--- config.mk ---
export PLATFORM = sky130hd
export DESIGN_NAME = semaphore_requester_flat
export DESIGN_NICKNAME = d
export VERILOG_FILES = /design/src/rtl/sem_req_pkg.sv /design/src/rtl/semaphore_requester_if.sv /design/src/rtl/sem_poll_timer.sv /design/src/rtl/semaphore_requester.sv /design/src/flat_wrapper.sv
export SDC_FILE = /design/constraint.sdc
export NUM_CORES = 1
export LEC_CHECK = 0
export ABC_CLOCK_PERIOD_IN_PS = 3400
export BUFFER_PORTS_ARGS = -buffer_cell sky130_fd_sc_hd__buf_2
export CORE_MARGIN = 10
export CORE_UTILIZATION = 45
export DETAILED_ROUTE_END_ITERATION = 16
export PLACE_DENSITY = 0.64
export SKIP_CTS_REPAIR_TIMING = 1
export SYNTH_ARGS = -nofsm -noshare
export SYNTH_HDL_FRONTEND = slang
export SYNTH_SLANG_ARGS = --single-unit
--- constraint.sdc ---
create_clock -name clk -period 3.4 [get_ports clk]
set_input_delay 0.34 -clock clk [delete_from_list [all_inputs] [get_ports clk]]
set_output_delay 0.34 -clock clk [all_outputs]
set_load 0.03 [all_outputs]
--- src/rtl/sem_req_pkg.sv ---
// Shared definitions for the semaphore requester slice.
// Holds the command/status encodings, the requester FSM state type, the
// default timing parameters, and the width helpers that the requester and
// its poll timer both use.
package sem_req_pkg;

  // Command opcodes as seen on cmd_op
  localparam logic OP_POST = 1'b0;
  localparam logic OP_WAIT = 1'b1;

  // Completion status as seen on rsp_status
  localparam logic ST_OK   = 1'b0;
  localparam logic ST_FAIL = 1'b1;

  // Default timing/width parameters
  localparam int DEF_SETTLE    = 2;
  localparam int DEF_POLL_WIN  = 4;
  localparam int DEF_MAX_RETRY = 2;
  localparam int DEF_CNT_W     = 8;

  typedef enum logic [2:0] {
    S_IDLE   = 3'd0,
    S_STROBE = 3'd1,
    S_SETTLE = 3'd2,
    S_POLL   = 3'd3,
    S_RESP   = 3'd4
  } state_t;

  // Larger of two integers, used to size the shared settle/window counter
  function automatic int max2(input int a, input int b);
    return (a > b) ? a : b;
  endfunction

  // Width of the retry counter; a zero-retry build still gets one bit
  function automatic int retry_w(input int max_retry);
    return (max_retry > 0) ? $clog2(max_retry + 1) : 1;
  endfunction

endpackage

--- src/rtl/semaphore_requester_if.sv ---
// Bundle of the sequencer command/response handshake and the semaphore
// strobe/ready port.
//   master : the requester (drives strobes, enables and responses)
//   slave  : the far side (sequencer plus semaphore) seen as one peer
interface semaphore_requester_if #(
  parameter int CNT_W = 8
) ();
  logic             cmd_valid;
  logic             cmd_op;
  logic             cmd_ready;
  logic             rsp_valid;
  logic             rsp_status;
  logic [CNT_W-1:0] rsp_cycles;
  logic             WR;
  logic             WR_EN;
  logic             WR_RDY;
  logic             RD;
  logic             RD_Release;
  logic             RD_EN;
  logic             RD_RDY;

  modport master (
    input  cmd_valid, cmd_op, WR_RDY, RD_RDY,
    output cmd_ready, rsp_valid, rsp_status, rsp_cycles,
           WR, WR_EN, RD, RD_Release, RD_EN
  );

  modport slave (
    output cmd_valid, cmd_op, WR_RDY, RD_RDY,
    input  cmd_ready, rsp_valid, rsp_status, rsp_cycles,
           WR, WR_EN, RD, RD_Release, RD_EN
  );
endinterface

--- src/rtl/sem_poll_timer.sv ---
// Settle/poll-window down-counter plus retry counter for the requester.
// Ports:
//   clk, rst         clock, synchronous active-high reset
//   load             strobe cycle: arm the settle phase (SETTLE cycles)
//   tick             advance while settling or polling
//   retry_clr        clear the retry count (new command accepted)
//   retry_inc        count one re-strobe
//   settle_done      last settle cycle
//   win_expired      last poll-window cycle
//   retries_left     re-strobes still permitted
module sem_poll_timer
  import sem_req_pkg::*;
#(
  parameter int SETTLE    = DEF_SETTLE,
  parameter int POLL_WIN  = DEF_POLL_WIN,
  parameter int MAX_RETRY = DEF_MAX_RETRY,
  localparam int TW = $clog2(max2(SETTLE, POLL_WIN) + 1),
  localparam int RW = retry_w(MAX_RETRY)
) (
  input  logic          clk,
  input  logic          rst,
  input  logic          load,
  input  logic          tick,
  input  logic          retry_clr,
  input  logic          retry_inc,
  output logic          settle_done,
  output logic          win_expired,
  output logic [RW-1:0] retries_left
);

  localparam logic [TW-1:0] SETTLE_LD = TW'(SETTLE - 1);
  localparam logic [TW-1:0] WIN_LD    = TW'(POLL_WIN - 1);
  localparam logic [RW-1:0] RETRY_MAX = RW'(MAX_RETRY);
  localparam logic [TW-1:0] T_ZERO    = {TW{1'b0}};
  localparam logic [TW-1:0] T_ONE     = {{(TW-1){1'b0}}, 1'b1};
  localparam logic [RW-1:0] R_ONE     = {{(RW-1){1'b0}}, 1'b1};

  logic [TW-1:0] cnt_r;
  logic          in_win_r;
  logic [RW-1:0] retry_r;

  // One counter serves both phases: when settling reaches zero it reloads
  // with the poll window; at the end of the window it parks at zero until
  // the next load.
  always_ff @(posedge clk) begin
    if (rst) begin
      cnt_r    <= T_ZERO;
      in_win_r <= 1'b0;
    end else if (load) begin
      cnt_r    <= SETTLE_LD;
      in_win_r <= 1'b0;
    end else if (tick) begin
      if (cnt_r != T_ZERO) begin
        cnt_r <= cnt_r - T_ONE;
      end else if (!in_win_r) begin
        cnt_r    <= WIN_LD;
        in_win_r <= 1'b1;
      end else begin
        cnt_r <= cnt_r;
      end
    end else begin
      cnt_r <= cnt_r;
    end
  end

  // Retry counter: cleared per command, saturates at MAX_RETRY
  always_ff @(posedge clk) begin
    if (rst) begin
      retry_r <= {RW{1'b0}};
    end else if (retry_clr) begin
      retry_r <= {RW{1'b0}};
    end else if (retry_inc && (retry_r != RETRY_MAX)) begin
      retry_r <= retry_r + R_ONE;
    end else begin
      retry_r <= retry_r;
    end
  end

  assign settle_done  = !in_win_r && (cnt_r == T_ZERO);
  assign win_expired  =  in_win_r && (cnt_r == T_ZERO);
  assign retries_left = RETRY_MAX - retry_r;

endmodule

--- src/rtl/semaphore_requester.sv ---
// Core-side initiator for a semaphored bit memory.
// Accepts POST (write) / WAIT (read-consume) commands, strobes the matching
// semaphore port, ignores RDY for SETTLE cycles, polls RDY for POLL_WIN
// cycles, re-strobes up to MAX_RETRY times and reports OK/FAIL together
// with the saturating number of cycles from acceptance to response.
// Ports:
//   clk, rst   clock, synchronous active-high reset
//   bus        semaphore_requester_if.master: cmd_valid/cmd_op/cmd_ready,
//              rsp_valid/rsp_status/rsp_cycles, WR/WR_EN/WR_RDY,
//              RD/RD_Release/RD_EN/RD_RDY
// All outputs are registered; each is computed from the next state.
module semaphore_requester
  import sem_req_pkg::*;
#(
  parameter int SETTLE    = DEF_SETTLE,
  parameter int POLL_WIN  = DEF_POLL_WIN,
  parameter int MAX_RETRY = DEF_MAX_RETRY,
  parameter int CNT_W     = DEF_CNT_W
) (
  input  logic                   clk,
  input  logic                   rst,
  semaphore_requester_if.master  bus
);

  localparam int RW = retry_w(MAX_RETRY);
  localparam logic [CNT_W-1:0] CYC_MAX = {CNT_W{1'b1}};
  localparam logic [CNT_W-1:0] CYC_ONE = {{(CNT_W-1){1'b0}}, 1'b1};

  state_t           state_r, state_s;
  logic             op_r, op_s;
  logic [CNT_W-1:0] cyc_r, cyc_inc_s;
  logic             accept_s, fail_s, rdy_s, busy_s;
  logic             load_s, tick_s, retry_clr_s, retry_inc_s;
  logic             settle_done_s, win_expired_s;
  logic [RW-1:0]    retries_left_s;

  logic             wr_r, wr_en_r, rd_r, rd_rel_r, rd_en_r;
  logic             cmd_ready_r, rsp_valid_r, rsp_status_r;
  logic [CNT_W-1:0] rsp_cycles_r;

  sem_poll_timer #(
    .SETTLE    (SETTLE),
    .POLL_WIN  (POLL_WIN),
    .MAX_RETRY (MAX_RETRY)
  ) u_timer (
    .clk          (clk),
    .rst          (rst),
    .load         (load_s),
    .tick         (tick_s),
    .retry_clr    (retry_clr_s),
    .retry_inc    (retry_inc_s),
    .settle_done  (settle_done_s),
    .win_expired  (win_expired_s),
    .retries_left (retries_left_s)
  );

  // Each RDY is gated by its own registered enable, so a floating or unknown
  // RDY on the idle port cannot reach the state logic.
  assign rdy_s     = (wr_en_r & bus.WR_RDY) | (rd_en_r & bus.RD_RDY);
  assign accept_s  = (state_r == S_IDLE) && bus.cmd_valid;
  assign op_s      = (state_r == S_IDLE) ? bus.cmd_op : op_r;
  assign cyc_inc_s = (cyc_r == CYC_MAX) ? cyc_r : (cyc_r + CYC_ONE);
  assign busy_s    = (state_s == S_STROBE) || (state_s == S_SETTLE) ||
                     (state_s == S_POLL);

  // Next-state and timer control
  always_comb begin
    state_s     = state_r;
    load_s      = 1'b0;
    tick_s      = 1'b0;
    retry_clr_s = 1'b0;
    retry_inc_s = 1'b0;
    fail_s      = 1'b0;
    case (state_r)
      S_IDLE: begin
        if (bus.cmd_valid) begin
          state_s     = S_STROBE;
          retry_clr_s = 1'b1;
        end else begin
          state_s = S_IDLE;
        end
      end
      S_STROBE: begin
        load_s  = 1'b1;
        state_s = S_SETTLE;
      end
      S_SETTLE: begin
        tick_s = 1'b1;
        if (settle_done_s) begin
          state_s = S_POLL;
        end else begin
          state_s = S_SETTLE;
        end
      end
      S_POLL: begin
        tick_s = 1'b1;
        if (rdy_s) begin
          state_s = S_RESP;
        end else if (win_expired_s) begin
          if (retries_left_s != {RW{1'b0}}) begin
            retry_inc_s = 1'b1;
            state_s     = S_STROBE;
          end else begin
            fail_s  = 1'b1;
            state_s = S_RESP;
          end
        end else begin
          state_s = S_POLL;
        end
      end
      S_RESP: begin
        state_s = S_IDLE;
      end
      default: begin
        state_s = S_IDLE;
      end
    endcase
  end

  // State, latched op, cycle counter and registered outputs
  always_ff @(posedge clk) begin
    if (rst) begin
      state_r      <= S_IDLE;
      op_r         <= OP_POST;
      cyc_r        <= {CNT_W{1'b0}};
      wr_r         <= 1'b0;
      wr_en_r      <= 1'b0;
      rd_r         <= 1'b0;
      rd_rel_r     <= 1'b0;
      rd_en_r      <= 1'b0;
      cmd_ready_r  <= 1'b1;
      rsp_valid_r  <= 1'b0;
      rsp_status_r <= ST_OK;
      rsp_cycles_r <= {CNT_W{1'b0}};
    end else begin
      state_r <= state_s;
      op_r    <= op_s;
      // Counts 1 in the strobe cycle, so the response cycle holds the total
      if (accept_s) begin
        cyc_r <= CYC_ONE;
      end else if (state_r != S_IDLE) begin
        cyc_r <= cyc_inc_s;
      end else begin
        cyc_r <= cyc_r;
      end
      wr_r         <= (state_s == S_STROBE) && (op_s == OP_POST);
      wr_en_r      <= busy_s && (op_s == OP_POST);
      rd_r         <= (state_s == S_STROBE) && (op_s == OP_WAIT);
      rd_rel_r     <= (state_s == S_STROBE) && (op_s == OP_WAIT);
      rd_en_r      <= busy_s && (op_s == OP_WAIT);
      cmd_ready_r  <= (state_s == S_IDLE);
      rsp_valid_r  <= (state_s == S_RESP);
      rsp_status_r <= ((state_s == S_RESP) && fail_s) ? ST_FAIL : ST_OK;
      rsp_cycles_r <= (state_s == S_RESP) ? cyc_inc_s : {CNT_W{1'b0}};
    end
  end

  assign bus.WR         = wr_r;
  assign bus.WR_EN      = wr_en_r;
  assign bus.RD         = rd_r;
  assign bus.RD_Release = rd_rel_r;
  assign bus.RD_EN      = rd_en_r;
  assign bus.cmd_ready  = cmd_ready_r;
  assign bus.rsp_valid  = rsp_valid_r;
  assign bus.rsp_status = rsp_status_r;
  assign bus.rsp_cycles = rsp_cycles_r;

endmodule
--- src/flat_wrapper.sv ---
// flat-port wrapper written by rule: the top's interface ports become plain ports
module semaphore_requester_flat import sem_req_pkg::*;
#(
  parameter int SETTLE    = DEF_SETTLE,
  parameter int POLL_WIN  = DEF_POLL_WIN,
  parameter int MAX_RETRY = DEF_MAX_RETRY,
  parameter int CNT_W     = DEF_CNT_W
)
  (clk, rst, bus_cmd_valid, bus_cmd_op, bus_WR_RDY, bus_RD_RDY, bus_cmd_ready, bus_rsp_valid, bus_rsp_status, bus_rsp_cycles, bus_WR, bus_WR_EN, bus_RD, bus_RD_Release, bus_RD_EN);
  semaphore_requester_if #(.CNT_W(CNT_W)) bus_i ();
  input  logic clk;
  input  logic rst;
  input wire logic [$bits(bus_i.cmd_valid)-1:0] bus_cmd_valid;
  input wire logic [$bits(bus_i.cmd_op)-1:0] bus_cmd_op;
  input wire logic [$bits(bus_i.WR_RDY)-1:0] bus_WR_RDY;
  input wire logic [$bits(bus_i.RD_RDY)-1:0] bus_RD_RDY;
  output wire logic [$bits(bus_i.cmd_ready)-1:0] bus_cmd_ready;
  output wire logic [$bits(bus_i.rsp_valid)-1:0] bus_rsp_valid;
  output wire logic [$bits(bus_i.rsp_status)-1:0] bus_rsp_status;
  output wire logic [$bits(bus_i.rsp_cycles)-1:0] bus_rsp_cycles;
  output wire logic [$bits(bus_i.WR)-1:0] bus_WR;
  output wire logic [$bits(bus_i.WR_EN)-1:0] bus_WR_EN;
  output wire logic [$bits(bus_i.RD)-1:0] bus_RD;
  output wire logic [$bits(bus_i.RD_Release)-1:0] bus_RD_Release;
  output wire logic [$bits(bus_i.RD_EN)-1:0] bus_RD_EN;
  assign bus_i.cmd_valid = bus_cmd_valid;
  assign bus_i.cmd_op = bus_cmd_op;
  assign bus_i.WR_RDY = bus_WR_RDY;
  assign bus_i.RD_RDY = bus_RD_RDY;
  assign bus_cmd_ready = bus_i.cmd_ready;
  assign bus_rsp_valid = bus_i.rsp_valid;
  assign bus_rsp_status = bus_i.rsp_status;
  assign bus_rsp_cycles = bus_i.rsp_cycles;
  assign bus_WR = bus_i.WR;
  assign bus_WR_EN = bus_i.WR_EN;
  assign bus_RD = bus_i.RD;
  assign bus_RD_Release = bus_i.RD_Release;
  assign bus_RD_EN = bus_i.RD_EN;
  semaphore_requester #(.SETTLE(SETTLE), .POLL_WIN(POLL_WIN), .MAX_RETRY(MAX_RETRY), .CNT_W(CNT_W)) u_core (.clk(clk), .rst(rst), .bus(bus_i));
endmodule
# After elaboration in Yosys (flattened, before gate mapping)
# Cells that the tools add are included.
[word_totals]
ff_bits = 33
inputBits = 6
output_inout_bits = 16
[op_classes]
n_reduce_logical = 28
mux = 27
bitwise = 6
eq_ne = 11
n_addsub = 4
[ops]
columns = ["cell", "count"]
rows = [
  ["2-to-1 mux 1 bit", 20],
  ["2-to-1 mux 3 bit", 5],
  ["equality test 3 x 2 -> 1 bit (second input constant)", 4],
  ["one-hot mux 3 bit (4 select lines)", 1],
  ["OR reduction 2 bit", 5],
  ["logical AND 1 bit", 9],
  ["zero test 3 bit", 3],
  ["adder 8 x 1 -> 8 bit (second input constant)", 1],
  ["equality test 8 bit (second input constant)", 1],
  ["2-to-1 mux 8 bit", 1],
  ["equality test 3 x 1 -> 1 bit (second input constant)", 2],
  ["AND reduction 2 bit", 3],
  ["nonzero test 2 bit", 3],
  ["nonzero test 3 bit", 2],
  ["equality test 3 bit (second input constant)", 1],
  ["inequality test 3 x 1 -> 1 bit (second input constant)", 1],
  ["inverter 1 bit", 3],
  ["subtractor 3 x 1 -> 3 bit (second input constant)", 1],
  ["adder 2 x 1 -> 2 bit (second input constant)", 1],
  ["AND 1 bit", 2],
  ["logical OR 1 bit", 2],
  ["inequality test 2 x 1 -> 1 bit (second input constant)", 1],
  ["inequality test 2 bit (second input constant)", 1],
  ["subtractor 2 bit (first input constant)", 1],
  ["other kinds (2)", 2],
]

# Logic depth before layout (Yosys ltp)
# Gate-level depths: netlist (run 1).
[depth]
ltp_word = 10
ltp_mapped = 8

# Cells and area by module
# From an unflattened synthesis (run 1), not the netlist that was laid out.
[unflattened]
hier_cells = 169
area_unflattened_um2 = 1536.5
[by_module_without_submodules]
columns = ["mod", "instances", "cells_per_inst", "area_per_inst_um2", "seq_area_each_um2"]
rows = [
  ["semaphore_requester", 1, 134, 1194.9, 540.5],
  ["sem_poll_timer", 1, 35, 341.6, 120.1],
]

# Worst setup path after synthesis (run 1)
# Ideal clock, no wire load.
[synth_timing]
kind = "register to register"
from = "register u_core.u_timer.cnt_r[0]"
to = "register u_core.rsp_cycles_r[5], in the netlist u_core.bus.rsp_cycles[5]"
path_stages_with_launch = 9
slack_ns = 1.758
required_time_ns = 3.314
t_arrival_ns = 1.557
setup_time_ns = 0.086
period_less_slack_ns = 1.642
path_cell_list = "dfxtp_1 inv_1 ha_1 ha_1 nand3_1 a21o_1 or2_1 clkbuf_1 a211oi_1"
[synth_between]
elab_chain_len = 8
elab_cells_between_ends = 10
cone_classes = "eq/ne: 1; mux: 4; bitwise: 1; reduce/logical: 4"
[synth_lines]
columns = ["item", "line", "source"]
rows = [
  ["start, declared", "sem_poll_timer.sv:38", "logic [TW-1:0] cnt_r;"],
  ["start signal, assigned", "sem_poll_timer.sv:54", "cnt_r <= cnt_r - T_ONE;"],
  ["start signal, assigned", "sem_poll_timer.sv:59", "cnt_r <= cnt_r;"],
  ["start signal, assigned", "sem_poll_timer.sv:62", "cnt_r <= cnt_r;"],
  ["zero test 3 bit *", "sem_poll_timer.sv:79, sem_poll_timer.sv:80", ""],
  ["logical AND 1 bit", "sem_poll_timer.sv:80", "assign win_expired = in_win_r && (cnt_r == T_ZERO);"],
  ["2-to-1 mux 3 bit", "semaphore_requester.sv:99", "end else if (win_expired_s) begin"],
  ["2-to-1 mux 3 bit", "semaphore_requester.sv:97", "if (rdy_s) begin"],
  ["one-hot mux 3 bit (4 select lines) *", "semaphore_requester.sv:74", "case (state_r)"],
  ["equality test 3 bit *", "semaphore_requester.sv:154", "rsp_cycles_r <= (state_s == S_RESP) ? cyc_inc_s : {CNT_W{1'b0}};"],
  ["inverter 1 bit (no line) *", "-", ""],
  ["OR reduction 2 bit (no line) *", "-", ""],
  ["end signal, assigned", "semaphore_requester.sv:134", "rsp_cycles_r <= {CNT_W{1'b0}};"],
  ["end signal, assigned", "semaphore_requester.sv:154", ""],
  ["end, declared", "semaphore_requester.sv:39", "logic [CNT_W-1:0] rsp_cycles_r;"],
]
# Mark *: on every way between the ends. The rest lies on a longest branch, timed or not.
# A chain may end at the register's enable or synchronous reset.

# Final worst setup path (run 1)
[layout_timing]
from = "register u_core.u_timer.cnt_r[0]"
to = "register u_core.u_timer.retry_r[1]"
[layout_between]
elab_chain_len = 6
[layout_lines]
columns = ["item", "line", "source"]
rows = [
  ["zero test 3 bit", "sem_poll_timer.sv:80", ""],
  ["logical AND 1 bit", "sem_poll_timer.sv:80", ""],
  ["2-to-1 mux 1 bit", "semaphore_requester.sv:99", ""],
  ["2-to-1 mux 1 bit", "semaphore_requester.sv:97", ""],
  ["2-to-1 mux 1 bit", "semaphore_requester.sv:74", ""],
  ["logical AND 1 bit", "sem_poll_timer.sv:72", "end else if (retry_inc && (retry_r != RETRY_MAX)) begin"],
  ["end signal, assigned", "sem_poll_timer.sv:71", "retry_r <= {RW{1'b0}};"],
  ["end signal, assigned", "sem_poll_timer.sv:73", "retry_r <= retry_r + R_ONE;"],
  ["end signal, assigned", "sem_poll_timer.sv:75", "retry_r <= retry_r;"],
  ["end, declared", "sem_poll_timer.sv:40", "logic [RW-1:0] retry_r;"],
]
# No other way between the ends.

==> insert_results.sql, run 1 <==
INSERT INTO impl_metrics (metric_group, metric, value, unit) VALUES
('clock_network', 'cts_max_level', '2', ''),
('outcome', 'outcome', 'finished, final reports clean', ''),
('critical_path', 'cp_common_cell', 'sky130_fd_sc_hd__ha_1', ''),
('routing', 'drt_pass1_iterations', '4', ''),
('timing', 'slew-limit-headroom', '70.7', '%'),
('grt', 'vias_in_the_first_global_route', '1087', ''),
('critical_path', 'worstPathCellList', 'inv_1 -> ha_1 -> ha_1 -> nand2_1 -> nor4_2 -> nor2_1 -> a211oi_1', ''),
('timing', 'share_of_the_clock_period_used_by_the_worst_path', '55.2', '%'),
('layout', 'finalInstanceArea', '1680', 'sq um'),
('synth', 'synth-edff-count', '0', ''),
('synth', 'syn_area', '1490', 'sq um'),
('routing', 'drtAntennaViolNets', '0', ''),
('layout', 'instances_no_fill', '229', ''),
('critical_path', 'crit_fanout', '7', ''),
('floorplanning', 'die_w', '77.5', 'microns'),
('synth', 'synth_compound_area_share', '19.6', '%'),
('timing', 'max_slew.worst_pin.slew', '0.440', 'ns'),
('floorplanning', 'initial_core_util', '48.0', '%'),
('layout', 'flow.area_growth_from_synthesis', '12.7', '%'),
('layout', 'fillers', '313', ''),
('power', 'seq_power_share', '42.6', '%'),
('timing', 'hold_viol', '0', ''),
('layout', 'fin_nets', '195', ''),
('power', 'power_density', '698', 'nW/um^2'),
('synth', 'largest_family_of_logic_cells_by_synthesized_area', 'simple AND/OR/NAND/NOR gates', ''),
('clock_network', 'cts_inserted_buffers', '5', ''),
('layout', 'commonest_non_fill_non_tap_cell_in_the_layout', 'sky130_fd_sc_hd__dfxtp_1', ''),
('placement', 'dpl_cell_area', '1590', 'sq um'),
('min_path', 'hold_class', 'input port to flip-flop', ''),
('critical_path', 'cp_data_arrival_time', '2.13', 'ns'),
('power', 'share_clk_of_total_power', '26.1', '%'),
('synth', 'syn_inst', '165', ''),
('synth', 'synth_sequential_area_ratio', '44.3', '%'),
('placement', 'place_hpwl', '2.23', 'mm'),
('synth', 'yosys.cell_types.count', '44', ''),
('flow_run', 'max-cap-violations', '0', ''),
('timing', 'layout_min_cycle_time', '1.88', 'ns'),
('placement', 'place_inst', '221', ''),
('grt', 'grt_antenna_before_repair', '0', ''),
('critical_path', 'end_kind', 'flip-flop', ''),
('critical_path', 'crit_required', '3.66', 'ns'),
('synth', 'postSynthAreaPerCell', '9.03', 'sq um'),
('synth', 'post_synth_mux_area_share', '2.18', '%'),
('power', 'intPower', '756', 'uW'),
('clock_network', 'cts.root.buffer_cell', 'sky130_fd_sc_hd__clkbuf_4', ''),
('timing', 'setup_viol', '0', ''),
('clock_network', 'clk_latency', '0.33', 'ns'),
('critical_path', 'crit_path_start_kind', 'flip-flop', ''),
('grt', 'globalRouteOverflowTotal', '0', ''),
('power', 'worst_ir_drop_vdd', '0.251', 'mV'),
('layout', 'n_antenna_cell', '0', ''),
('synth', 'async_reset_ff_share', '0', '%'),
('critical_path', 'crit_path_top_delay_cell', 'sky130_fd_sc_hd__nor4_2', ''),
('synth', 'ys_seq_elements', '33', ''),
('synth', 'ys.flop_type', 'sky130_fd_sc_hd__dfxtp_1', ''),
('synth', 'synth_xor_xnor_area_share', '2.94', '%'),
('layout', 'post_route_cells_drive_above_1_share', '18.4', '%'),
('timing', 'fmaxAchievable', '0.533', 'GHz'),
('power', 'total_power', '1.17', 'mW'),
('synth', 'synth_warn', '0', ''),
('placement', 'io_buffers', '21', ''),
('synth', 'mappedNetlistNets', '176', ''),
('power', 'comb_power_share', '31.3', '%'),
('critical_path', 'cp_slowest_stage_delay', '0.48', 'ns'),
('floorplanning', 'die_h', '77.5', 'microns'),
('timing', 'clock-skew-final', '0.00418', 'ns'),
('routing', 'drt_first_iter_violations', '86', ''),
('clock_network', 'cts.clk_slew.worst_paths', '0.10', 'ns'),
('timing', 'rsz0062_at_grt', 'false', ''),
('clock_network', 'cts.sink_count', '33', ''),
('routing', 'detail_route.vias_per_cell', '5.38', '');
final timing paths:
check	from	to	slack, ns	depth (start not counted)
min reg2reg	u_core.u_timer.cnt_r[2]	u_core.u_timer.cnt_r[2]	0.49	2
min	bus_cmd_op	u_core.op_r	0.30	3
max reg2reg	u_core.u_timer.cnt_r[0]	u_core.u_timer.retry_r[1]	1.52	7
max	u_core.u_timer.cnt_r[0]	u_core.u_timer.retry_r[1]	1.52	7
critical path, delay by kind of cell (launching register included):
family                   cells  cell delay [ns]
adder cells (fa/ha/maj)      2             0.41
AO/OA/AOI/OAI                1             0.20
AND/OR/NAND/NOR              3             0.77
flip-flops                   1             0.34
buffers and inverters        1             0.08
routing by layer:
layer | routed length (microns) | GRT usage, % | vias to the layer above | share of wire (%)
li1 | - | - | 623 | -
met5 | 0 | 0 | - | 0
met3 | 251 | 4.61 | 5 | 8.3
met1 | 1420 | 12.0 | 570 | 47
met4 | 44 | 4.38 | 0 | 1.4
met2 | 1320 | 15.4 | 33 | 44
power groups by stage:
stage	Clock [mW]	Combinational, mW	Sequential (mW)
detailed placement	0	0.368	0.508
global placement	0	0.358	0.505
finish	0.306	0.367	0.500
CTS	0.312	0.370	0.499
floorplan	0	0.299	0.517
global route	0.337	0.405	0.509
synth_stat cells, types with 4 or more instances:
library cell	number	share of area, %
sky130_fd_sc_hd__inv_1	10	2.5
sky130_fd_sc_hd__a211oi_1	7	3.5
sky130_fd_sc_hd__xor2_1	4	2.4
sky130_fd_sc_hd__ha_1	5	4.2
sky130_fd_sc_hd__nand2_1	7	1.8
sky130_fd_sc_hd__nand3_1	4	1.3
sky130_fd_sc_hd__a21o_1	5	2.5
sky130_fd_sc_hd__o21ai_0	8	2.7
sky130_fd_sc_hd__a21oi_1	9	3.0
sky130_fd_sc_hd__nor3_1	5	1.7
sky130_fd_sc_hd__nor2_1	24	6.0
sky130_fd_sc_hd__a311oi_1	4	2.4
sky130_fd_sc_hd__dfxtp_1	33	44
cells by family (layout without fill, tap and decap cells):
| kind of cell | Yosys count | after routing |
|---|---|---|
| XOR/XNOR | 5 | 5 |
| AO/OA/AOI/OAI | 44 | 44 |
| AND/OR/NAND/NOR | 57 | 57 |
| buffers and inverters | 19 | 39 |
| flip-flops | 33 | 33 |
| multiplexers | 2 | 2 |
| adder cells (fa/ha/maj) | 5 | 5 |
metrics by stage:
| step | util, % | hold WS, ns | setup WS [ns] |
|---|---|---|---|
| floorplan | - | 0.452 | 1.76 |
| global placement | 51.4 | 0.465 | 1.60 |
| detailed placement | 51.4 | 0.474 | 1.54 |
| CTS | 54.1 | 0.302 | 1.52 |
| global route | 54.1 | 0.317 | 1.41 |
| finish | 54.1 | 0.299 | 1.52 |
cell type report:
type | instances | area [sq um] | share of cell area [%]
Inverter | 10 | 37.5 | 2.24
Tap cell | 44 | 55.1 | 3.28
Sequential cell | 33 | 661 | 39.3
Timing Repair Buffer | 21 | 105 | 6.26
Multi-Input combinational cell | 113 | 736 | 43.8
Clock buffer | 7 | 55.1 | 3.28
Clock inverter | 1 | 30.0 | 1.79
flip-flops by register name (all words and copies together) (netlist names), 2 cells and up:
signal,count
u_core.cyc_r,8
u_core.bus.rsp_cycles,8
u_core.state_r,3
u_core.u_timer.cnt_r,3
u_core.u_timer.retry_r,2
No activity file was read; power rests on OpenSTA's default activity.
==> run 2, diff against run 1 <==
--- a/config.mk
+++ b/config.mk
@@ -5,12 +5,13 @@
 export SDC_FILE = /design/constraint.sdc
 export NUM_CORES = 1
 export LEC_CHECK = 0
-export ABC_CLOCK_PERIOD_IN_PS = 3400
+export ABC_AREA = 1
+export ABC_CLOCK_PERIOD_IN_PS = 1700
 export BUFFER_PORTS_ARGS = -buffer_cell sky130_fd_sc_hd__buf_2
 export CORE_MARGIN = 10
 export CORE_UTILIZATION = 45
 export DETAILED_ROUTE_END_ITERATION = 16
-export PLACE_DENSITY = 0.64
+export PLACE_DENSITY = 0.66
 export SKIP_CTS_REPAIR_TIMING = 1
 export SYNTH_ARGS = -nofsm -noshare
 export SYNTH_HDL_FRONTEND = slang
==> constraint.sdc (replaced) <==
create_clock -name clk -period 1.7 [get_ports clk]
set_input_delay 0.17 -clock clk [delete_from_list [all_inputs] [get_ports clk]]
set_output_delay 0.17 -clock clk [all_outputs]
set_load 0.03 [all_outputs]
==> run 2 against run 1 <==
  * Die area is 5.0% higher
  * Sequential share of layout area is 2.9 points lower
  * Flip-flop and latch count stayed put
  * Largest cell class unchanged
==> insert_results.sql, run 2 <==
INSERT INTO impl_metrics (metric_group, metric, value, unit) VALUES
('power', 'power_density', '1610', 'nW/um^2'),
('critical_path', 'r2r-start', 'u_core.u_timer.cnt_r[0]', ''),
('synth', 'synth_top_area_share', '41.5', '%'),
('synth', 'synth_most_common_cell', 'sky130_fd_sc_hd__nand2_1', ''),
('clock_network', 'clk_path_buf_depth', '2', ''),
('timing', 'share_of_the_clock_period_used_by_the_worst_path', '92.0', '%'),
('routing', 'drt_first_iter_violations', '60', ''),
('routing', 'drtAntennaViolNets', '0', ''),
('layout', 'post_route_cells_drive_above_1_share', '24.9', '%'),
('clock_network', 'clk_latency', '0.34', 'ns'),
('routing', 'met2RoutedLength', '1.46', 'mm'),
('routing', 'wl', '3.09', 'mm'),
('power', 'seq_power_share', '38.5', '%'),
('clock_network', 'tritoncts', 'yes', ''),
('placement', 'place_congestion', '0.847', ''),
('layout', 'commonest_non_fill_non_tap_cell_in_the_layout', 'sky130_fd_sc_hd__nand2_1', ''),
('grt', 'grt_antenna_before_repair', '0', ''),
('power', 'netSwitchingFraction', '46.0', '%'),
('critical_path', 'crit_fanout', '4', ''),
('synth', 'synth.largest_area_cell', 'sky130_fd_sc_hd__dfxtp_1', ''),
('grt', 'vias_in_the_first_global_route', '1254', ''),
('synth', 'syn_inst', '221', ''),
('critical_path', 'crit_required', '1.94', 'ns'),
('floorplanning', 'die_area', '6320', 'sq um'),
('grt', 'grt_first_pass_wirelength', '5.25', 'mm'),
('grt', 'grt_usage', '10.3', '%'),
('routing', 'top_layer_used', 'met4', ''),
('min_path', 'hold_path_startpoint', 'rst', ''),
('placement', 'place_hpwl', '2.36', 'mm'),
('timing', 'setup_viol', '0', ''),
('critical_path', 'end_kind', 'flip-flop', ''),
('synth', 'ys_seq_elements', '33', ''),
('power', 'total_power', '2.93', 'mW'),
('floorplanning', 'design.portCount', '22', ''),
('clock_network', 'cts.root.buffer_cell', 'sky130_fd_sc_hd__clkbuf_4', ''),
('synth', 'postSynthAreaPerCell', '7.20', 'sq um'),
('timing', 'clock-skew-final', '0.0127', 'ns'),
('clock_network', 'cts_max_level', '2', ''),
('min_path', 'hold_class', 'input port to flip-flop', ''),
('routing', 'met1Wirelength', '1.41', 'mm'),
('synth', 'mappedNetlistNets', '232', ''),
('synth', 'ys_top_cells_by_area', 'sky130_fd_sc_hd__dfxtp_1 42%, sky130_fd_sc_hd__nand2_1 12%, sky130_fd_sc_hd__inv_1 8.7%', ''),
('flow_run', 'max-cap-violations', '0', ''),
('synth', 'synth_common_cells', '50 x sky130_fd_sc_hd__nand2_1, 37 x sky130_fd_sc_hd__inv_1, 34 x sky130_fd_sc_hd__nor2_1', ''),
('grt', 'globalRouteOverflowTotal', '0', ''),
('routing', 'detailroute.via_count', '1352', ''),
('power', 'worst_ir_drop_vdd', '0.868', 'mV'),
('routing', 'detailroute.wirelength.met3', '183', 'microns'),
('timing', 'finalHoldWorstSlack', '0.114', 'ns'),
('placement', 'io_buffers', '21', ''),
('timing', 'drv_slew', '0', ''),
('floorplanning', 'die_h', '79.5', 'microns'),
('synth', 'synth_warn', '0', ''),
('routing', 'routed_wire_length_per_instance', '10.5', 'microns'),
('layout', 'fin_nets', '259', ''),
('grt', 'grt_start_max_net_pins', '15', ''),
('critical_path', 'crit_type', 'flip-flop to flip-flop', ''),
('synth', 'synth_sequential_area_ratio', '41.5', '%'),
('synth', 'yosys.cell_types.count', '25', ''),
('power', 'comb_power_share', '46.9', '%'),
('synth', 'async_reset_ff_share', '0', '%'),
('floorplanning', 'rows', '21', ''),
('layout', 'top_library_cells_by_usage_in_the_layout_fill_and_taps_aside', '50 x sky130_fd_sc_hd__nand2_1, 37 x sky130_fd_sc_hd__inv_1, 33 x sky130_fd_sc_hd__nor2_1, 33 x sky130_fd_sc_hd__dfxtp_1, 21 x sky130_fd_sc_hd__buf_2', ''),
('routing', 'detail_route.vias_per_cell', '4.58', ''),
('layout', 'flow.area_growth_from_synthesis', '13.9', '%'),
('timing', 'max_slew.worst_pin.slew', '0.283', 'ns'),
('power', 'p_switching', '1.35', 'mW'),
('layout', 'n_antenna_cell', '0', ''),
('timing', 'slew-limit-headroom', '81.1', '%'),
('routing', 'drt_pass1_iterations', '4', ''),
('critical_path', 'worstSetupStartpoint', 'u_core.u_timer.cnt_r[0]', ''),
('critical_path', 'crit_path_start_kind', 'flip-flop', ''),
('synth', 'syn_area', '1590', 'sq um'),
('timing', 'hold_viol', '0', ''),
('synth', 'synth-edff-count', '0', ''),
('floorplanning', 'die_w', '79.5', 'microns'),
('clock_network', 'cts_inserted_buffers', '5', ''),
('floorplanning', 'core_area', '3390', 'sq um'),
('floorplanning', 'initial_core_util', '47.0', '%'),
('routing', 'drc', '0', ''),
('clock_network', 'cts.clk_slew.worst_paths', '0.11', 'ns'),
('clock_network', 'cts.sink_count', '33', ''),
('power', 'share_clk_of_total_power', '14.6', '%'),
('power', 'p_leak', '0.948', 'nW'),
('critical_path', 'cp_data_arrival_time', '1.80', 'ns'),
('timing', 'fmaxAchievable', '0.639', 'GHz'),
('synth', 'ys.flop_type', 'sky130_fd_sc_hd__dfxtp_1', ''),
('power', 'intPower', '1.58', 'mW'),
('outcome', 'outcome', 'finished, final reports clean', ''),
('timing', 'layout_min_cycle_time', '1.56', 'ns');
run 2: worst max-delay path: stages (launching register included):
cell and delay, ns:
sky130_fd_sc_hd__dfxtp_1 0.32, sky130_fd_sc_hd__inv_1 0.06, sky130_fd_sc_hd__ha_1 0.22, sky130_fd_sc_hd__ha_2 0.22
sky130_fd_sc_hd__nand2_4 0.09, sky130_fd_sc_hd__nor2_4 0.05, sky130_fd_sc_hd__nor2_4 0.18, sky130_fd_sc_hd__nand2_1 0.09
sky130_fd_sc_hd__nand2_2 0.10, sky130_fd_sc_hd__inv_2 0.04, sky130_fd_sc_hd__nand2_1 0.05, sky130_fd_sc_hd__nand2_1 0.04
run 2: metrics by stage:
step / utilization [%] / area (sq um) / setup TNS [ns] / instances / worst slack [ns]
2_1_floorplan: - / 1590 / 0 / 221 / 0.229
3_3_place_gp: 51.2 / 1740 / 0 / 286 / 0.149
3_5_place_dp: 51.2 / 1740 / 0 / 286 / 0.115
4_1_cts: 52.8 / 1790 / 0 / 294 / 0.0915
5_1_grt: 53.5 / 1810 / -0.00238 / 295 / -0.00238
6_report: 53.5 / 1810 / 0 / 295 / 0.136
run 2: area by class of cell:
cell class              instances  area, sq um
multi-input cells             143          766
fillers                       339         1580
clock buffers                   5         37.5
clock inverters                 3         17.5
well taps                      46         57.6
flip-flops and latches         33          661
inverters                      43          161
repair buffers                 22          113
run 2: cell families after synthesis:
family                   share of synthesized area (%)
AND/OR/NAND/NOR                                   36.9
XOR/XNOR                                         0.550
buffers and inverters                             11.3
flip-flops                                        41.5
adder cells (fa/ha/maj)                           3.93
AO/OA/AOI/OAI                                     5.74
run 2: final timing paths:
check	endpoint	slack [ns]	cells after the start
worst max-delay path	u_core.bus.cmd_ready	0.14	11
worst max register to register	u_core.bus.cmd_ready	0.14	11
worst min-delay path	u_core.state_r[1]	0.11	2
worst min register to register	u_core.u_timer.cnt_r[1]	0.50	2
run 2: power groups by stage:
stage               clock, mW  sequential, mW  combinational [mW]
finish                  0.426            1.13                1.37
global route            0.474            1.16                1.56
CTS                     0.448            1.12                1.35
detailed placement          0            1.14                1.34
global placement            0            1.14                1.33
floorplan                   0            1.22                1.03
run 2: metal layers:
layer  track usage, %  vias to the layer above
li1                 -                      719
met1             11.1                      608
met2             17.0                       20
met3             4.84                        5
met4             4.30                        0
met5                0                        -
==> run 3, diff against run 2 <==
--- a/config.mk
+++ b/config.mk
@@ -6,12 +6,12 @@
 export NUM_CORES = 1
 export LEC_CHECK = 0
 export ABC_AREA = 1
-export ABC_CLOCK_PERIOD_IN_PS = 1700
+export ABC_CLOCK_PERIOD_IN_PS = 1300
 export BUFFER_PORTS_ARGS = -buffer_cell sky130_fd_sc_hd__buf_2
 export CORE_MARGIN = 10
-export CORE_UTILIZATION = 45
+export CORE_UTILIZATION = 44
 export DETAILED_ROUTE_END_ITERATION = 16
-export PLACE_DENSITY = 0.66
+export PLACE_DENSITY = 0.65
 export SKIP_CTS_REPAIR_TIMING = 1
 export SYNTH_ARGS = -nofsm -noshare
 export SYNTH_HDL_FRONTEND = slang
==> constraint.sdc (replaced) <==
create_clock -name clk -period 1.3 [get_ports clk]
set_input_delay 0.13 -clock clk [delete_from_list [all_inputs] [get_ports clk]]
set_output_delay 0.13 -clock clk [all_outputs]
set_load 0.03 [all_outputs]
==> run 3 against run 2 <==
  * The flow now finishes with violations (setup timing)
  * Non-clock buffer count grew 10
  * Via count is essentially flat
  * Highest routed layer unchanged
  * Largest power group unchanged
  * Register-to-register slack lost 0.22 ns
  * Largest cell class unchanged
==> insert_results.sql, run 3 (synthesis results as in run 2) <==
INSERT INTO impl_metrics (metric_group, metric, value, unit) VALUES
('floorplanning', 'design.portCount', '22', ''),
('layout', 'commonest_non_fill_non_tap_cell_in_the_layout', 'sky130_fd_sc_hd__nand2_1', ''),
('layout', 'finalInstanceArea', '1990', 'sq um'),
('placement', 'place_hpwl', '2.39', 'mm'),
('floorplanning', 'die_area', '6420', 'sq um'),
('timing', 'max_slew.worst_pin.slew', '0.234', 'ns'),
('critical_path', 'critical-path-top-delay-family', 'simple AND/OR/NAND/NOR gates', ''),
('timing', 'drv_slew', '0', ''),
('timing', 'setup_viol', '16', ''),
('layout', 'post_route_cells_drive_above_1_share', '35.5', '%'),
('critical_path', 'crit_path_start_kind', 'flip-flop', ''),
('clock_network', 'cts_inserted_buffers', '5', ''),
('critical_path', 'cp_num_buf_inv', '2', ''),
('layout', 'fin_nets', '269', ''),
('layout', 'n_antenna_cell', '0', ''),
('floorplanning', 'initial_core_util', '46.6', '%'),
('placement', 'place_ws', '-0.111', 'ns'),
('clock_network', 'clk_latency', '0.34', 'ns'),
('layout', 'final_util', '58.3', '%'),
('flow_run', 'max-cap-violations', '0', ''),
('grt', 'grt_util_met3', '5.01', '%'),
('clock_network', 'tritoncts', 'yes', ''),
('grt', 'vias_in_the_first_global_route', '1265', ''),
('timing', 'fmaxAchievable', '0.724', 'GHz'),
('critical_path', 'worstPathCellList', 'inv_2 -> ha_4 -> ha_4 -> nand2_4 -> nor2_4 -> nor2_4 -> nand2_2 -> nand2_2 -> inv_2 -> nand2_1 -> nand2_1', ''),
('power', 'power_density', '2120', 'nW/um^2'),
('floorplanning', 'core_area', '3420', 'sq um'),
('power', 'total_power', '4.21', 'mW'),
('clock_network', 'cts.sink_count', '33', ''),
('timing', 'hold_viol', '0', ''),
('routing', 'drtAntennaViolNets', '0', ''),
('grt', 'grt_usage', '10.7', '%'),
('layout', 'flow.area_growth_from_synthesis', '25.1', '%'),
('critical_path', 'end_kind', 'flip-flop', ''),
('critical_path', 'crit_type', 'flip-flop to flip-flop', ''),
('layout', 'top_library_cells_by_usage_in_the_layout_fill_and_taps_aside', '47 x sky130_fd_sc_hd__nand2_1, 33 x sky130_fd_sc_hd__inv_1, 31 x sky130_fd_sc_hd__nor2_1', ''),
('outcome', 'outcome', 'finished, violations left', ''),
('outcome', 'failing_checks', 'setup timing', ''),
('critical_path', 'crit_required', '1.55', 'ns'),
('routing', 'wl', '3.14', 'mm'),
('floorplanning', 'die_h', '80.1', 'microns'),
('floorplanning', 'die_w', '80.1', 'microns'),
('grt', 'globalRouteOverflowTotal', '0', ''),
('grt', 'grt_first_pass_wirelength', '5.46', 'mm'),
('routing', 'routed_wire_length_per_instance', '10.3', 'microns'),
('critical_path', 'cp_data_arrival_time', '1.63', 'ns'),
('routing', 'drc', '0', ''),
('floorplanning', 'rows', '21', ''),
('power', 'p_leak', '1.03', 'nW'),
('grt', 'use_met1', '12.0', '%'),
('routing', 'detail_route.vias_per_cell', '4.44', ''),
('routing', 'drt_first_iter_violations', '56', ''),
('timing', 'rsz0062_at_grt', 'true', ''),
('routing', 'drt_pass1_iterations', '4', ''),
('placement', 'place_congestion', '0.841', ''),
('timing', 'share_of_the_clock_period_used_by_the_worst_path', '106', '%'),
('grt', 'global_routing_met2_resource_utilization', '17.1', '%'),
('grt', 'grt_antenna_before_repair', '0', ''),
('routing', 'detailroute.via_count', '1353', ''),
('grt', 'grt_start_max_net_pins', '11', ''),
('power', 'worst_ir_drop_vdd', '1.20', 'mV'),
('clock_network', 'cts.root.buffer_cell', 'sky130_fd_sc_hd__clkbuf_4', ''),
('critical_path', 'crit_path_top_delay_cell', 'sky130_fd_sc_hd__dfxtp_2', ''),
('placement', 'io_buffers', '21', ''),
('critical_path', 'cp_slowest_stage_delay', '0.34', 'ns'),
('timing', 'slew-limit-headroom', '84.4', '%'),
('timing', 'clock-skew-final', '0.0107', 'ns'),
('min_path', 'hold_class', 'input port to flip-flop', ''),
('timing', 'layout_min_cycle_time', '1.38', 'ns'),
('grt', 'gr-max-usage-layer', 'met2', ''),
('placement', 'dpl_cell_area', '1850', 'sq um'),
('clock_network', 'clk_path_buf_depth', '2', ''),
('critical_path', 'crit_fanout', '4', ''),
('clock_network', 'cts.clk_slew.worst_paths', '0.10', 'ns'),
('timing', 'final.setup.worst_slack', '-0.0817', 'ns'),
('clock_network', 'cts_max_level', '2', '');
## run 3: cell types whose count changed in the layout (fill, tap and decap cells not counted), moves of 3 or more
cell,previous run,this run
sky130_fd_sc_hd__inv_2,5,8
sky130_fd_sc_hd__dfxtp_2,0,6
sky130_fd_sc_hd__buf_4,1,9
sky130_fd_sc_hd__nand2_1,50,47
sky130_fd_sc_hd__dfxtp_1,33,27
sky130_fd_sc_hd__inv_1,37,33
sky130_fd_sc_hd__ha_4,0,3
sky130_fd_sc_hd__nand3_1,11,8
## run 3: routing by layer
layer,up-vias,share of wire [%]
met2,22,48
met3,6,5.2
met5,-,0
li1,735,-
met4,0,1.7
met1,590,45
## run 3: per-stage QoR
step	hold slack [ns]	setup TNS [ns]	cells
global route	0.0311	-2.61	305
detailed placement	0.426	-0.822	296
CTS	0.0619	-1.18	304
global placement	0.417	-0.629	296
finish	0.0567	-0.727	305
floorplan	0.201	-0.0447	221
## run 3: worst paths after layout
check                                from                      end  slack, ns  depth (start not counted)
setup / recovery  u_core.u_timer.cnt_r[1]     u_core.bus.cmd_ready      -0.08                         11
hold / removal                        rst        u_core.state_r[0]       0.06                          2
setup reg to reg  u_core.u_timer.cnt_r[1]     u_core.bus.cmd_ready      -0.08                         11
hold reg to reg   u_core.u_timer.cnt_r[1]  u_core.u_timer.cnt_r[1]       0.50                          2
## run 3: area by class of cell
cell class / instances / area, sq um
Fill cell: 330 / 1430
Clock inverter: 2 / 10.0
Inverter: 43 / 164
Clock buffer: 6 / 41.3
Timing Repair Buffer: 32 / 195
Multi-Input combinational cell: 143 / 855
Sequential cell: 33 / 668
Tap cell: 46 / 57.6
## run 3: report_power, final
group	internal [mW]	switching [mW]
Combinational	0.839	1.32
Clock	0.206	0.346
Sequential	1.29	0.212
Total	2.33	1.88
